$ cat config.mk
export PLATFORM = sky130hd
export DESIGN_NAME = pipe_register_flat
export DESIGN_NICKNAME = d
export VERILOG_FILES = /design/src/rtl/pipe_register_if.sv /design/src/rtl/pipe_register.sv /design/src/flat_wrapper.sv
export SDC_FILE = /design/constraint.sdc
export NUM_CORES = 1
export LEC_CHECK = 0
export ABC_AREA = 1
export BUFFER_PORTS_ARGS = -buffer_cell sky130_fd_sc_hd__buf_4
export CAP_MARGIN = 25
export CORE_MARGIN = 1.5
export CORE_UTILIZATION = 48
export CTS_CLUSTER_DIAMETER = 200
export CTS_CLUSTER_SIZE = 8
export DETAILED_ROUTE_END_ITERATION = 8
export HOLD_SLACK_MARGIN = 0.03
export PLACE_DENSITY = 0.69
export SYNTH_ARGS = -nofsm -noshare
export SYNTH_HDL_FRONTEND = slang
export SYNTH_SLANG_ARGS = --single-unit
$ cat constraint.sdc
create_clock -name clk -period 1.6 [get_ports clk]
set_input_delay 0 -clock clk [delete_from_list [all_inputs] [get_ports clk]]
set_output_delay 0 -clock clk [all_outputs]
set_load 0.05 [all_outputs]
$ cat src/rtl/pipe_register_if.sv
// Handshake bundle for the elastic pipeline register.
// slave is the pipeline's view; master is the producer/consumer view.
interface pipe_register_if #(
    parameter int WIDTH = 8
);
    logic             in_valid;
    logic             in_ready;
    logic [WIDTH-1:0] in_data;
    logic             out_valid;
    logic             out_ready;
    logic [WIDTH-1:0] out_data;

    modport slave (
        input  in_valid,
        input  in_data,
        input  out_ready,
        output in_ready,
        output out_valid,
        output out_data
    );

    modport master (
        output in_valid,
        output in_data,
        output out_ready,
        input  in_ready,
        input  out_valid,
        input  out_data
    );
endinterface

$ cat src/rtl/pipe_register.sv
// Elastic pipeline register: DEPTH valid/ready stages with bubble
// collapse, synchronous flush and occupancy reporting.
module pipe_register #(
    parameter  int WIDTH = 8,
    parameter  int DEPTH = 4,
    localparam int CW    = $clog2(DEPTH + 1)
) (
    input  logic            clk,
    input  logic            reset,
    input  logic            flush,
    pipe_register_if.slave  bus,
    output logic [CW-1:0]   occupancy
);
    logic [DEPTH-1:0]            valid_q;
    logic [DEPTH-1:0]            valid_d;
    logic [DEPTH-1:0][WIDTH-1:0] data_q;
    logic [DEPTH-1:0][WIDTH-1:0] data_d;
    logic [DEPTH-1:0][WIDTH-1:0] src;
    logic [DEPTH-1:0]            up;
    logic [DEPTH:0]              rdy;

    // A stage can take a word if empty or if its own word moves on.
    always_comb begin
        rdy        = '0;
        rdy[DEPTH] = bus.out_ready;
        for (int k = DEPTH - 1; k >= 0; k--) begin
            rdy[k] = !valid_q[k] || rdy[k+1];
        end
    end

    always_comb begin
        up     = '0;
        src    = '0;
        up[0]  = bus.in_valid && !flush;
        src[0] = bus.in_data;
        for (int k = 1; k < DEPTH; k++) begin
            up[k]  = valid_q[k-1];
            src[k] = data_q[k-1];
        end
    end

    // Data only loads on a real word, never on a bubble or flush.
    always_comb begin
        valid_d = valid_q;
        data_d  = data_q;
        for (int k = 0; k < DEPTH; k++) begin
            if (rdy[k]) begin
                valid_d[k] = up[k];
                if (up[k] && !flush) begin
                    data_d[k] = src[k];
                end
            end
        end
        if (flush) begin
            valid_d = '0;
        end
    end

    always_ff @(posedge clk or posedge reset) begin
        if (reset) begin
            valid_q <= '0;
            data_q  <= '0;
        end else begin
            valid_q <= valid_d;
            data_q  <= data_d;
        end
    end

    always_comb begin
        occupancy = '0;
        for (int k = 0; k < DEPTH; k++) begin
            occupancy = occupancy + CW'(valid_q[k]);
        end
    end

    assign bus.in_ready  = rdy[0] && !flush;
    assign bus.out_valid = valid_q[DEPTH-1];
    assign bus.out_data  = data_q[DEPTH-1];
endmodule

$ cat src/flat_wrapper.sv
// flat-port wrapper written by rule: the top's interface ports become plain ports
module pipe_register_flat 
#(
    parameter  int WIDTH = 8,
    parameter  int DEPTH = 4,
    localparam int CW    = $clog2(DEPTH + 1)
)
  (clk, reset, flush, occupancy, bus_in_valid, bus_in_data, bus_out_ready, bus_in_ready, bus_out_valid, bus_out_data);
  pipe_register_if #(.WIDTH(WIDTH)) bus_i ();
  input  logic clk;
  input  logic reset;
  input  logic flush;
  output logic [CW-1:0] occupancy;
  input wire logic [$bits(bus_i.in_valid)-1:0] bus_in_valid;
  input wire logic [$bits(bus_i.in_data)-1:0] bus_in_data;
  input wire logic [$bits(bus_i.out_ready)-1:0] bus_out_ready;
  output wire logic [$bits(bus_i.in_ready)-1:0] bus_in_ready;
  output wire logic [$bits(bus_i.out_valid)-1:0] bus_out_valid;
  output wire logic [$bits(bus_i.out_data)-1:0] bus_out_data;
  assign bus_i.in_valid = bus_in_valid;
  assign bus_i.in_data = bus_in_data;
  assign bus_i.out_ready = bus_out_ready;
  assign bus_in_ready = bus_i.in_ready;
  assign bus_out_valid = bus_i.out_valid;
  assign bus_out_data = bus_i.out_data;
  pipe_register #(.WIDTH(WIDTH), .DEPTH(DEPTH)) u_core (.clk(clk), .reset(reset), .flush(flush), .bus(bus_i), .occupancy(occupancy));
endmodule
==> results_dict.tcl <==
set metrics [dict create \
    routed_wl_um 2650 \
    cp.arrival_ps 1840 \
    hpwlAfterDp_um 1810 \
    final_common_cell "nand2_1" \
    syn_avg_cell_area_um2 9.95 \
    grt_max_degree 37 \
    grt_pass1_wl_um 5020 \
    clk_pin_slew_ps 100 \
    critPathSlowestCell "dfrtp_1" \
    rsz0062_at_grt "true" \
    cts_buffers 5 \
    irDropWorstVdd_v 0.000517 \
    violations "setup timing" \
    cp_top_family "adder cells" \
    layout-drive-gt1-share_pct 32.1 \
    start_kind "flip-flop" \
    synthesis.nets 185 \
    nets 224 \
    most-common-layout-cells "nand2_1, dfrtp_1, buf_4, inv_1" \
    maxCapViolations 0 \
    crit_required_ps 1600 \
    drt-initial-drc-count 23 \
    wl_per_cell_um 10.4 \
    final_util_pct 62.4 \
    crit_chain "ha_1, fa_2, ha_4, buf_8" \
    core_area_um2 3340 \
    crit_fanout 2 \
    detail-route-antenna-nets 0 \
    leakagePower_uw 0.00105 \
    p_per_area_nw_per_um2 1070 \
    die_w_um 62.2 \
    crit_path_end_kind "output port" \
    start_util_pct 50.4 \
    routed_via_density 4.50 \
    rows 21 \
    cts-root-buf "clkbuf_4" \
    tightest_slew_ps 434 \
    fin_crit_sh_pct 115 \
    areaGrowthSynthToFinish_pct 23.9 \
    status "finished, violations left" \
    synth.distinct_cells 22 \
    syn-instance-count 169 \
    grt_usage_pct 16.6 \
    grt_pass1_vias 1232 \
    synth_seq_cells 36 \
    dr_total_vias 1148 \
    hold_path_class "in2async" \
    drc 0 \
    antenna_found_initial 0 \
    slew_headroom_pct 71.1 \
    clock_skew_ps 4.85 \
    synth_area_um2 1680 \
    yosys_warnings 0 \
    worst_slack_ps -244 \
    ys_seq_area_share_pct 53.6 \
    globalRouteOverflowTotal 0 \
    cts_tree "built" \
    pin_count 26 \
    path_buf_inv 1 \
    io_buffers 25 \
    insertion_delay_ps 330 \
    drt-pass1-iter-count 4 \
    diodes 0 \
    gp_routability_congestion 0.719 \
    cts_sinks 36 \
    timing.final.crit_period_ps 1840 \
    worstSetupPathType "reg2out" \
    hold_ws_ps 316 \
    finalMaxSlewViolations 0 \
    fmax_mhz 542 \
    clockBufferDepth 2 \
    critPathMaxStageDelay_ps 390 \
    seq_area_um2 901 \
    nFillCells 278 \
    die_h_um 62.2 \
    finalSetupViolations 3 \
    htree_levels 2 \
    multi_input_area_um2 602 \
    die-area_um2 3870 \
    hold_viol 0 \
]
[power by group]
group	switching (uW)	total (uW)	internal, uW	leakage (uW)
logic	370	587	218	0.000549
clock network	274	491	217	0.0000326
registers	82.2	1140	1060	0.000469
total	726	2220	1500	0.00105
[worst reg2reg max path: stages, from the launching register on]
cell and delay (ps):
dfrtp_1 440, inv_2 100, nor2_4 40, buf_4 130, nand2_1 110, nand3_4 220, nand2_1 150, o21ai_2 60
[timing repair]
action | 4_1_cts | 5_1_grt
pin swaps | 0 | 2
setup buffers | 1 | 3
gates resized for setup | 6 | 1
endpoints found under the hold margin | 48 | 0
hold buffers | 12 | 0
endpoints found under the setup margin | 3 | 4
[final cells by class]
cell class                      instances  share of cell area (%)
Tap cell                               46                    2.76
Timing Repair Buffer                   44                    18.0
Clock buffer                            8                    2.82
Multi-Input combinational cell         98                    28.9
Inverter                               23                    4.26
Sequential cell                        36                    43.2
[final timing paths]
check / start / end / slack (ps) / cells after the start
worst max-delay path: u_core.valid_q[0]$_DFFE_PP0P_ / occupancy[1] / -240 / 4
worst min-delay path: reset / u_core.bus.out_data[7]$_DFFE_PP0P_ / 320 / 4
worst max register to register: u_core.valid_q[3]$_DFFE_PP0P_ / u_core.data_q[23]$_DFFE_PP0P_ / 250 / 7
worst min register to register: u_core.data_q[12]$_DFFE_PP0P_ / u_core.data_q[12]$_DFFE_PP0P_ / 480 / 2
max in group asynchronous: reset / u_core.data_q[10]$_DFFE_PP0P_ / 980 / 4
min in group clk: bus_in_data[4] / u_core.data_q[4]$_DFFE_PP0P_ / 430 / 4
[kinds of logic (layout without fill, tap and decap cells)]
group	Yosys count	after routing	share of synthesized area, %
AOI/OAI and AO/OA	20	20	9.52
adders and majority gates	3	3	2.68
buffers and inverters	35	75	11.7
DFF	36	36	53.6
and+or+nand+nor	75	75	22.5
[sequential cells by signal (all words and copies together), names as in the netlist]
register and cells:
u_core.bus.out_data 8, u_core.data_q 24, u_core.valid_q 4
[synth_stat cells (all sizes together)]
library cell	number	area share, %
nand4	1	0.37
inv	23	5.3
ha	2	1.5
nand2	51	12
nor2	4	2.8
dfrtp	36	54
fa	1	1.2
nand3	19	7.4
o21ai	18	8.9
a21oi	2	0.60
buf	12	6.4
[through the flow]
| step | total power, uW | instance area, um2 | cells | worst slack [ps] | setup TNS (ps) |
|---|---|---|---|---|---|
| finish | 2220 | 2080 | 255 | -244 | -506 |
| global route | 2370 | 2080 | 255 | -291 | -642 |
| CTS | 2250 | 2060 | 252 | -273 | -589 |
| detailed placement | 1720 | 1850 | 231 | -40.1 | -40.1 |
| global placement | 1700 | 1850 | 231 | 53.6 | 0 |
| floorplan | 1640 | 1690 | 169 | 38.1 | 0 |
[metal layers]
| layer | track usage [%] | up-vias | share of wire (%) |
|---|---|---|---|
| met4 | 10.0 | 0 | 1.2 |
| met2 | 30.4 | 29 | 51 |
| met1 | 17.2 | 516 | 43 |
| met3 | 3.80 | 4 | 4.9 |
| li1 | - | 599 | - |
| met5 | 0 | - | 0 |
Note: power is estimated with default switching activity, not from simulation.
